$ cat config.mk
export PLATFORM = sky130hd
export DESIGN_NAME = nfifo2mem_rd_sched
export DESIGN_NICKNAME = d
export VERILOG_FILES = /design/src/rtl/nfifo2mem_rd_sched_pkg.sv /design/src/rtl/nfifo2mem_rd_sched_rr_arb.sv /design/src/rtl/nfifo2mem_rd_sched.sv
export SDC_FILE = /design/constraint.sdc
export NUM_CORES = 1
export LEC_CHECK = 0
export ABC_AREA = 1
export BUFFER_PORTS_ARGS = -buffer_cell sky130_fd_sc_hd__buf_4
export CAP_MARGIN = 10
export CORE_ASPECT_RATIO = 1.25
export CORE_MARGIN = 2
export CORE_UTILIZATION = 45
export DETAILED_ROUTE_END_ITERATION = 10
export GPL_ROUTABILITY_DRIVEN = 0
export HOLD_SLACK_MARGIN = 0.06
export PLACE_DENSITY = 0.79
export SLEW_MARGIN = 20
export SYNTH_ARGS = -nofsm -noshare
export SYNTH_HDL_FRONTEND = slang
export SYNTH_SLANG_ARGS = --single-unit
$ cat constraint.sdc
create_clock -name CLK -period 7 [get_ports CLK]
set_input_delay 0.7 -clock CLK [delete_from_list [all_inputs] [get_ports CLK]]
set_output_delay 0.7 -clock CLK [all_outputs]
set_load 0.005 [all_outputs]
$ cat src/rtl/nfifo2mem_rd_sched_pkg.sv
// Shared types and width helpers for the NFIFO2MEM read scheduler.
package nfifo2mem_rd_sched_pkg;

    typedef enum logic [1:0] {
        IDLE,
        BURST,
        DRAIN,
        RELEASE
    } t_sched_state;

    function automatic int flow_w(input int flows);
        return $clog2(flows);
    endfunction

    function automatic int stat_w(input int bsize);
        return $clog2(bsize) + 1;
    endfunction

endpackage

$ cat src/rtl/nfifo2mem_rd_sched_rr_arb.sv
// Round-robin arbiter: lowest offset after last_grant wins.
module nfifo2mem_rd_sched_rr_arb
    import nfifo2mem_rd_sched_pkg::*;
#(
    parameter int FLOWS = 4,
    parameter int FW    = flow_w(FLOWS)
) (
    input  logic [FLOWS-1:0] req,
    input  logic [FW-1:0]    last_grant,
    output logic [FW-1:0]    gnt,
    output logic             any_gnt
);

    // Offset FLOWS truncates to 0, so last_grant itself is lowest priority.
    always_comb begin
        gnt     = '0;
        any_gnt = |req;
        for (int i = FLOWS; i >= 1; i--) begin
            if (req[last_grant + FW'(i)]) begin
                gnt = last_grant + FW'(i);
            end
        end
    end

endmodule

$ cat src/rtl/nfifo2mem_rd_sched.sv
// Read-side scheduler: round-robin burst reads from per-flow blocks,
// framed output stream with backpressure, and per-burst space release.
module nfifo2mem_rd_sched
    import nfifo2mem_rd_sched_pkg::*;
#(
    parameter int DATA_WIDTH  = 64,
    parameter int FLOWS       = 4,
    parameter int BLOCK_SIZE  = 512,
    parameter int MAX_BURST   = 16,
    parameter int MEM_LATENCY = 1
) (
    input  logic                                 CLK,
    input  logic                                 RESET,
    input  logic [FLOWS-1:0]                     MEM_EMPTY,
    input  logic [FLOWS*stat_w(BLOCK_SIZE)-1:0]  MEM_STATUS,
    output logic [flow_w(FLOWS)-1:0]             MEM_BLOCK_ADDR,
    output logic [$clog2(BLOCK_SIZE)-1:0]        MEM_RD_ADDR,
    output logic                                 MEM_READ,
    output logic                                 MEM_PIPE_EN,
    input  logic [DATA_WIDTH-1:0]                MEM_DATA_OUT,
    input  logic                                 MEM_DATA_VLD,
    output logic [FLOWS*stat_w(BLOCK_SIZE)-1:0]  MEM_REL_LEN,
    output logic [FLOWS-1:0]                     MEM_REL_LEN_DV,
    output logic [DATA_WIDTH-1:0]                TX_DATA,
    output logic [flow_w(FLOWS)-1:0]             TX_FLOW,
    output logic                                 TX_SOP,
    output logic                                 TX_EOP,
    output logic                                 TX_VLD,
    input  logic                                 TX_RDY
);

    localparam int FW = flow_w(FLOWS);
    localparam int SW = stat_w(BLOCK_SIZE);
    localparam int AW = SW - 1;
    localparam logic [SW-1:0] MAXB = SW'(MAX_BURST);
    localparam logic [SW-1:0] ONE  = SW'(1);

    t_sched_state     state_q, state_d;
    logic [FW-1:0]    flow_q, flow_d;
    logic [FW-1:0]    last_q, last_d;
    logic [SW-1:0]    len_q, len_d;
    logic [SW-1:0]    cnt_q, cnt_d;
    logic [AW-1:0]    ptr_q [FLOWS];
    logic [AW-1:0]    ptr_d [FLOWS];
    logic [FLOWS-1:0] rel_dv_q, rel_dv_d;
    logic [FLOWS*SW-1:0] rel_len_q, rel_len_d;

    logic [FW-1:0]          sb_flow_q [MEM_LATENCY];
    logic [FW-1:0]          sb_flow_d [MEM_LATENCY];
    logic [MEM_LATENCY-1:0] sb_sop_q, sb_sop_d;
    logic [MEM_LATENCY-1:0] sb_eop_q, sb_eop_d;

    logic [FLOWS-1:0] req;
    logic [FW-1:0]    gnt;
    logic             any_gnt;
    logic [SW-1:0]    gnt_stat;
    logic             rd;
    logic             eop_xfer;

    always_comb begin
        for (int i = 0; i < FLOWS; i++) begin
            req[i] = !MEM_EMPTY[i] && (MEM_STATUS[i*SW +: SW] != '0);
        end
    end

    nfifo2mem_rd_sched_rr_arb #(
        .FLOWS (FLOWS),
        .FW    (FW)
    ) u_arb (
        .req        (req),
        .last_grant (last_q),
        .gnt        (gnt),
        .any_gnt    (any_gnt)
    );

    assign gnt_stat = MEM_STATUS[gnt*SW +: SW];
    assign eop_xfer = MEM_DATA_VLD && TX_RDY && TX_EOP;

    always_comb begin
        state_d   = state_q;
        flow_d    = flow_q;
        last_d    = last_q;
        len_d     = len_q;
        cnt_d     = cnt_q;
        ptr_d     = ptr_q;
        rel_dv_d  = '0;
        rel_len_d = '0;
        rd        = 1'b0;
        unique case (state_q)
            IDLE: begin
                if (any_gnt) begin
                    flow_d  = gnt;
                    len_d   = (gnt_stat > MAXB) ? MAXB : gnt_stat;
                    cnt_d   = (gnt_stat > MAXB) ? MAXB : gnt_stat;
                    state_d = BURST;
                end
            end
            BURST: begin
                if (TX_RDY) begin
                    rd            = 1'b1;
                    ptr_d[flow_q] = ptr_q[flow_q] + 1'b1;
                    cnt_d         = cnt_q - 1'b1;
                    if (cnt_q == ONE) begin
                        state_d = DRAIN;
                    end
                end
            end
            DRAIN: begin
                if (eop_xfer) begin
                    rel_dv_d[flow_q]            = 1'b1;
                    rel_len_d[flow_q*SW +: SW] = len_q;
                    state_d                     = RELEASE;
                end
            end
            RELEASE: begin
                last_d  = flow_q;
                state_d = IDLE;
            end
        endcase
    end

    // Sideband tags ride alongside the memory pipeline, frozen with it.
    always_comb begin
        sb_flow_d = sb_flow_q;
        sb_sop_d  = sb_sop_q;
        sb_eop_d  = sb_eop_q;
        if (TX_RDY) begin
            sb_flow_d[0] = flow_q;
            sb_sop_d[0]  = rd && (cnt_q == len_q);
            sb_eop_d[0]  = rd && (cnt_q == ONE);
            for (int k = 1; k < MEM_LATENCY; k++) begin
                sb_flow_d[k] = sb_flow_q[k-1];
                sb_sop_d[k]  = sb_sop_q[k-1];
                sb_eop_d[k]  = sb_eop_q[k-1];
            end
        end
    end

    always_ff @(posedge CLK or negedge RESET) begin
        if (!RESET) begin
            state_q   <= IDLE;
            flow_q    <= '0;
            last_q    <= FW'(FLOWS - 1);
            len_q     <= '0;
            cnt_q     <= '0;
            rel_dv_q  <= '0;
            rel_len_q <= '0;
            sb_sop_q  <= '0;
            sb_eop_q  <= '0;
            for (int i = 0; i < FLOWS; i++) begin
                ptr_q[i] <= '0;
            end
            for (int k = 0; k < MEM_LATENCY; k++) begin
                sb_flow_q[k] <= '0;
            end
        end else begin
            state_q   <= state_d;
            flow_q    <= flow_d;
            last_q    <= last_d;
            len_q     <= len_d;
            cnt_q     <= cnt_d;
            rel_dv_q  <= rel_dv_d;
            rel_len_q <= rel_len_d;
            sb_sop_q  <= sb_sop_d;
            sb_eop_q  <= sb_eop_d;
            ptr_q     <= ptr_d;
            sb_flow_q <= sb_flow_d;
        end
    end

    assign MEM_READ       = rd;
    assign MEM_BLOCK_ADDR = flow_q;
    assign MEM_RD_ADDR    = ptr_q[flow_q];
    assign MEM_PIPE_EN    = TX_RDY;
    assign MEM_REL_LEN    = rel_len_q;
    assign MEM_REL_LEN_DV = rel_dv_q;
    assign TX_DATA        = MEM_DATA_OUT;
    assign TX_VLD         = MEM_DATA_VLD;
    assign TX_FLOW        = sb_flow_q[MEM_LATENCY-1];
    assign TX_SOP         = sb_sop_q[MEM_LATENCY-1];
    assign TX_EOP         = sb_eop_q[MEM_LATENCY-1];

endmodule

==> results of run 1 <==
==> registers in the layout (all words and copies together), names as in the netlist <==
signal / count
MEM_BLOCK_ADDR: 2
MEM_REL_LEN: 40
MEM_REL_LEN_DV: 4
TX_EOP: 1
TX_FLOW: 2
TX_SOP: 1
cnt_q: 10
last_q: 2
len_q: 10
ptr_q: 36
state_q: 2
==> routing by layer <==
metal / share of wire, % / wire (µm) / GRT usage (%) / up-vias
li1: - / - / - / 2759
met3: 8.0 / 1280 / 5.50 / 46
met1: 39 / 6310 / 24.3 / 2544
met4: 3.1 / 505 / 8.68 / 2
met2: 49 / 7850 / 37.0 / 217
met5: 0.66 / 106 / 5.00 / -
==> metrics by stage <==
step / hold slack [ns] / worst slack, ns / total power (W)
after global placement: 0.463 / 3.99 / 0.00238
after detailed placement: 0.468 / 3.89 / 0.00241
after global routing: 0.416 / 3.45 / 0.00321
after floorplan: 0.404 / 4.48 / 0.00205
final: 0.351 / 3.77 / 0.00294
after CTS: 0.379 / 3.88 / 0.00294
==> area by class of cell <==
class,instances,area (µm²),area share (%)
flip-flops and latches,110,2760,38.4
multi-input cells,566,2730,38.0
repair buffers,111,833,11.6
inverters,90,338,4.70
clock buffers,9,225,3.14
well taps,175,219,3.05
clock inverters,7,81.3,1.13
==> how the worst max path moves through the flow <==
stage	end	cells past startpoint
2_1_floorplan	MEM_REL_LEN[20]	9
3_3_place_gp	MEM_REL_LEN[32]	9
3_5_place_dp	MEM_REL_LEN[16]	9
4_1_cts	MEM_REL_LEN[16]	9
5_1_grt	MEM_REL_LEN[16]	9
6_report	MEM_REL_LEN[16]	9
==> power by group <==
| part | internal (W) | leakage (nW) | switching, W |
|---|---|---|---|
| Clock | 0.000282 | 0.140 | 0.000244 |
| Sequential | 0.000784 | 1.47 | 0.000123 |
| Combinational | 0.000498 | 1.95 | 0.00101 |
| Total | 0.00156 | 3.57 | 0.00138 |
==> worst reg2reg max path: cells and delay by family, from the launching register on <==
| family | cells | cell delay (ns) |
|---|---|---|
| DFF | 1 | 0.35 |
| and+or+nand+nor | 3 | 0.39 |
| buffers and inverters | 2 | 1.18 |
| adders and majority gates | 1 | 0.69 |
| AOI/OAI and AO/OA | 3 | 0.56 |
==> kinds of logic after synthesis <==
group           Yosys count  synth area share [%]
compound gates          153                  13.1
simple gates            393                  25.8
buf+inv                 183                  14.8
fa+ha+maj                13                  2.53
xor+xnor                  7                 0.952
flops                   110                  42.8
==> synth_stat cells, types with 2 or more instances <==
library cell,count,area (µm²)
nand2_1,195,732
dfrtp_1,108,2700
nor2_1,105,394
o21ai_0,85,425
inv_1,82,308
buf_4,66,495
nand3_1,50,250
a21oi_1,32,160
clkbuf_1,19,71.3
ha_1,13,163
nor3_1,11,55.1
nand4_1,8,50.1
o22ai_1,8,50.1
a32oi_1,5,43.8
buf_1,5,18.8
inv_2,5,18.8
o21ai_1,5,25.0
or2_1,5,31.3
xor2_1,5,43.8
nand2_2,4,25.0
nor4_1,4,25.0
a211oi_1,3,22.5
clkinv_1,3,11.3
o211ai_1,3,22.5
a22o_1,2,17.5
a31oi_1,2,12.5
dfstp_2,2,52.6
nand2_4,2,22.5
nor3b_1,2,15.0
o21ai_2,2,17.5
or3_1,2,12.5
xnor2_1,2,17.5
==> summary.md, run 1 <==
| Metric | Value |
|---|---|
| Status | `complete, no violations` |
| DIE HEIGHT | `138 µm` |
| Critical-path cell list | `clkinv_1 > ha_1 > inv_1 > nand2_1 > o21ai_0 > nand2_1 > o21ai_0 > o21ai_0 > nor2_1` |
| Clk root buf | `clkbuf_16` |
| Final hold violation count | `0` |
| Port-buffer cells | `between 100 and 150` |
| Number of core rows | `48` |
| Final nets | `slightly above 1000` |
| Achievable clock frequency | `just over 300 MHz` |
| N_diodes | `0` |
| Final worst path period share | `46.2%` |
| Most frequent cells in the layout | `nand2_1 (195), buf_4 (111), dfrtp_1 (108)` |
| Static Leak | `3.57 nW` |
| Most common cell after layout, fill and taps aside | `nand2_1` |
| Syn-to-layout area delta | `11.5%` |
| Setup slack, reg-to-reg | `3.77 ns` |
| Vias in the first global route | `between 5000 and 6000` |
| Sink Count | `110` |
| CP Launch Point | `MEM_BLOCK_ADDR[0]` |
| Tot GR Track Use | `21.1%` |
| Worst reg2reg path depth | `9` |
| Minimum clock period | `3.23 ns` |
| Synth Net Count | `984` |
| Netlist Area Pre-Place | `6440 µm²` |
| Initial DRC Count | `just over 400` |
| HPWL Detailed | `between 10 and 15 mm` |
| Syn Area/Cell | `around 7.5 µm²` |
| Syn Inst Count | `859` |
| Max-Cap Viols | `0` |
| # DRC | `0` |
| Clock buffer depth | `2` |
| Setup CP Type | `flip-flop to flip-flop` |
| Pin count of the biggest net entering global routing | `60` |
| Initial antenna violation count | `0` |
| CP Buf/Inv Count | `2` |
| Power density of the placed cells | `roughly 410 nW/µm²` |
| Most frequent cell on the critical path | `o21ai_0` |
| Skew-Pair Late Insertion Delay | `~0.36 ns` |
| Final Skew | `0.00823 ns` |
| Setup Fix Bufs, Post-CTS | `0` |
| Final design instance area without fill | `between 7000 and 8000 µm²` |
| Total gr overflow | `0` |
| Setup violations, final | `0` |
| Final Max Slew Viols | `0` |
| CORE AREA | `13900 µm²` |
| Least-Margin Pin Slew | `between 0.8 and 0.9 ns` |
| Reg2reg end | `MEM_REL_LEN[16]` |
| Routed vias/inst | `around 5.2` |
| Max-slew headroom | `40.9%` |
| Crit-path max FO | `29` |
| Dpl cells | `between 1000 and 1500` |
| CTS tree | `built` |
| Hold Buf Count CTS | `0` |
| First drt pass iteration count | `5` |
| VDD IR max | `0.217 mV` |
| H-tree depth | `3` |
| Sequential fraction of the synthesis area | `a little over two fifths` |
| DP Area | `just under 7000 µm²` |
| Critical Path Sink Type | `flip-flop` |
| I/O pin total | `between 200 and 250` |
| RSZ-0062 raised after global routing | `false` |
| CTS buffer count | `9` |
| Die ar. | `about 15000 µm²` |
| Async set-reset flop share out of synthesis | `100%` |
| Setup_tns | `0 ns` |
| CP delay by family, top | `buffers and inverters` |
| Reg2reg start | `MEM_BLOCK_ADDR[0]` |
| Synth Register Bits | `110` |
| Netlist cell types | `46` |
| EDFF count, synth | `0` |
| Reg clk slew, reported paths | `around 0.07 ns` |
| Post-route insts no fill | `1068` |
| Die Span X | `111 µm` |
| HP Class | `input port to asynchronous set/reset pin` |
| Routed via count | `between 5000 and 6000` |
| Fin util | `51.8%` |
| Total routed wirelength | `16.0 mm` |
| Starting Density | `approximately 46%` |
| Worst setup SP type | `flip-flop` |
| Filler cells | `about 1300` |
| CP Data Arrival Time | `3.52 ns` |
| Routed length per instance | `between 15 and 20 µm` |
| Largest stage delay, worst path | `between 0.6 and 0.7 ns` |
| Commonest register cell after synthesis | `dfrtp_1` |
| Post-route ant nets | `0` |
| WP data required | `about 7.3 ns` |
| CTS-repair resized insts | `0` |
| First-pass GRT wire length | `25.9 mm` |
| Crit-path slowest cell | `clkinv_1` |
| Synth warn | `0` |
| Proportion of layout cells with a drive suffix above 1 | `16.5%` |
No activity file was read; power rests on OpenSTA's default activity.
==> inputs of run 2 (changes only) <==
Clock period 7 ns to 3 ns, I/O delays scaled along.
==> summary.md, run 2 (same netlist as run 1, synthesis figures left out) <==
| Metric | Value |
|---|---|
| Final nets | `1024 (+1.1%)` |
| Top sig layer | `met4` |
| Place WS | `0.441 ns (-3.45 ns)` |
| Switch share | `45.4% (-1.5 points)` |
| Max-slew headroom | `43.9% (+3.0 points)` |
| Most common cell after layout, fill and taps aside | `nand2_1` |
| H-tree depth | `3 (unchanged)` |
| Hold Buf Count CTS | `1 (+1)` |
| Setup_tns | `0 ns (unchanged)` |
| # DRC | `0 (unchanged)` |
| Vias in the first global route | `5320 (+0.95%)` |
| Pin count of the biggest net entering global routing | `57 (-5.0%)` |
| DP Area | `6960 µm² (+1.3%)` |
| Minimum clock period | `2.57 ns (-0.666 ns)` |
| Final Max Slew Viols | `0 (unchanged)` |
| VDD IR max | `0.578 mV (+170%)` |
| N_diodes | `0 (unchanged)` |
| Setup CP Type | `flip-flop to flip-flop` |
| WP data required | `3.29 ns (-3.99 ns)` |
| Final Skew | `0.00537 ns (-0.00286 ns)` |
| Clock power frac | `18.2% (+0.3 points)` |
| Clock buffer depth | `2 (unchanged)` |
| First drt pass iteration count | `6 (+1)` |
| Post-route ant nets | `0 (unchanged)` |
| Wire length on met1 | `6.19 mm (-1.9%)` |
| Total routed wirelength | `16.1 mm (+0.35%)` |
| CORE AREA | `13900 µm² (unchanged)` |
| Min-Delay Endpoint | `TX_FLOW[1]` |
| DR WL met2 | `7.93 mm (+0.99%)` |
| Syn-to-layout area delta | `13.3%` |
| Comb pwr share | `52.2% (+0.9 points)` |
| Most frequent cell on the critical path | `inv_1` |
| Most frequent cells in the layout | `nand2_1 (195), buf_4 (120), dfrtp_1 (108)` |
| Worst setup SP type | `flip-flop` |
| Sink Count | `110 (unchanged)` |
| Met3 Wirelength | `1.38 mm (+8.3%)` |
| Setup Fix Bufs, Post-CTS | `0 (unchanged)` |
| Final design instance area without fill | `7300 µm² (+1.6%)` |
| First-pass GRT wire length | `25.9 mm (+0.29%)` |
| CP Data Arrival Time | `2.85 ns (-0.67 ns)` |
| Routed via count | `5657 (+1.6%)` |
| Reg2reg end | `MEM_REL_LEN[2]` |
| Routed vias/inst | `5.25 (+0.66%)` |
| Max reg flops | `40 (unchanged)` |
| Number of core rows | `48 (unchanged)` |
| Initial antenna violation count | `0 (unchanged)` |
| Setup violations, final | `0 (unchanged)` |
| Internal power | `0.00385 W (+150%)` |
| Final hold violation count | `0 (unchanged)` |
| HPWL Detailed | `12.3 mm (+1.4%)` |
| Tot GR Track Use | `21.1% (about the same)` |
| Die ar. | `15300 µm² (unchanged)` |
| Critical-path cell list | `clkinv_1 > ha_1 > inv_1 > nor2_1 > inv_1 > o21ai_0 > o211ai_1 > inv_1` |
| HP Class | `input port to flip-flop` |
| RSZ-0062 raised after global routing | `false` |
| Static Leak | `3.64 nW (+2.0%)` |
| CTS-repair resized insts | `0 (unchanged)` |
| Status | `complete, no violations` |
| NetSw | `0.00319 W (+130%)` |
| DIE HEIGHT | `138 µm (unchanged)` |
| Final worst path period share | `85.5% (+39 points)` |
| Reg clk slew, reported paths | `0.07 ns (about the same)` |
| Starting Density | `46.4% (unchanged)` |
| Proportion of layout cells with a drive suffix above 1 | `17.2% (+0.70 points)` |
| Max-Cap Viols | `0 (unchanged)` |
| Hold Path Depth | `2` |
| Crit-path max FO | `20 (-31%)` |
| Die Span X | `111 µm (unchanged)` |
| Initial DRC Count | `401 (-1.2%)` |
| Critical Path Sink Type | `flip-flop` |
| Achievable clock frequency | `390 MHz (+26%)` |
| Crit-path slowest cell | `ha_1` |
| CTS buffer count | `9 (unchanged)` |
| I/O pin total | `238 (unchanged)` |
| Skew-Pair Late Insertion Delay | `0.34 ns (-0.02 ns)` |
| Total gr overflow | `0 (unchanged)` |
| Least-Margin Pin Slew | `0.838 ns (-0.0432 ns)` |
| Fin util | `52.6% (+0.83 points)` |
| Largest stage delay, worst path | `0.75 ns (+0.06 ns)` |
| Sequential share of power | `29.6% (-1.2 points)` |
| Hold Startpoint | `TX_RDY` |
| Reg2reg start | `MEM_BLOCK_ADDR[0]` |
| Final worst-path setup slack | `0.434 ns (-3.33 ns)` |
| Clk root buf | `clkbuf_16` |
| Power density of the placed cells | `965 nW/µm² (+140%)` |
| Routed length per instance | `14.9 µm (-0.58%)` |
| Setup slack, reg-to-reg | `0.43 ns (-3.33 ns)` |
| CTS tree | `built` |
| Port-buffer cells | `109 (unchanged)` |
| Worst reg2reg path depth | `8 (-1)` |
## run 2: cell types whose count changed in the layout (fill, tap and decap cells not counted)
| cell | before | now |
|---|---|---|
| buf_12 | 0 | 1 |
| buf_4 | 111 | 120 |
| bufinv_16 | 1 | 2 |
| clkbuf_1 | 0 | 1 |
| clkbuf_8 | 0 | 2 |
| clkinv_4 | 1 | 0 |
| clkinvlp_4 | 3 | 1 |
| dlygate4sd3_1 | 0 | 1 |
| inv_6 | 1 | 0 |
| inv_8 | 1 | 0 |
## run 2: area by class of cell
cell class	count	area, µm²
tap	175	219
inverter	90	338
clock buffer	12	256
timing repair buffer	122	931
clock inverter	3	67.6
sequential	110	2760
multi-input combinational	566	2730
fill	1334	6580
## run 2: layer usage
layer | up-vias | track usage [%]
li1 | 2775 | -
met3 | 53 | 4.97
met4 | 0 | 10.3
met5 | - | 0
met2 | 238 | 37.5
met1 | 2591 | 23.9
## run 2: through the flow
step / hold WS [ns] / power [W] / std cells
3_3_place_gp: 0.383 / 0.00566 / 1062
5_1_grt: 0.241 / 0.00767 / 1078
3_5_place_dp: 0.391 / 0.00575 / 1062
2_1_floorplan: 0.00441 / 0.00479 / 859
6_report: 0.238 / 0.00704 / 1078
4_1_cts: 0.230 / 0.00704 / 1078
## run 2: worst max-delay path by stage
| stage | startpoint | cells after the start | end | slack [ns] |
|---|---|---|---|---|
| global placement | MEM_STATUS[28] | 19 | len_q[3] | 0.49 |
| global route | MEM_BLOCK_ADDR[0] | 8 | MEM_REL_LEN[2] | 0.10 |
| detailed placement | MEM_STATUS[28] | 19 | cnt_q[2] | 0.44 |
| floorplan | MEM_BLOCK_ADDR[0] | 9 | MEM_REL_LEN[20] | 0.48 |
| CTS | last_q[0] | 20 | cnt_q[1] | 0.43 |
| finish | MEM_BLOCK_ADDR[0] | 8 | MEM_REL_LEN[2] | 0.43 |
## run 2: worst max-delay path: cells and delay by family (launching register included)
family / cells / cell delay, ns
buffers and inverters: 4 / 0.79
adders and majority gates: 1 / 0.75
DFF: 1 / 0.35
and+or+nand+nor: 1 / 0.31
AOI/OAI and AO/OA: 2 / 0.31
## run 2: power groups by stage
stage,Combinational (W),Clock [W],Sequential (W)
3_5_place_dp,0.00365,0,0.00210
6_report,0.00367,0.00128,0.00209
3_3_place_gp,0.00357,0,0.00209
2_1_floorplan,0.00275,0,0.00204
4_1_cts,0.00367,0.00130,0.00208
5_1_grt,0.00418,0.00136,0.00213
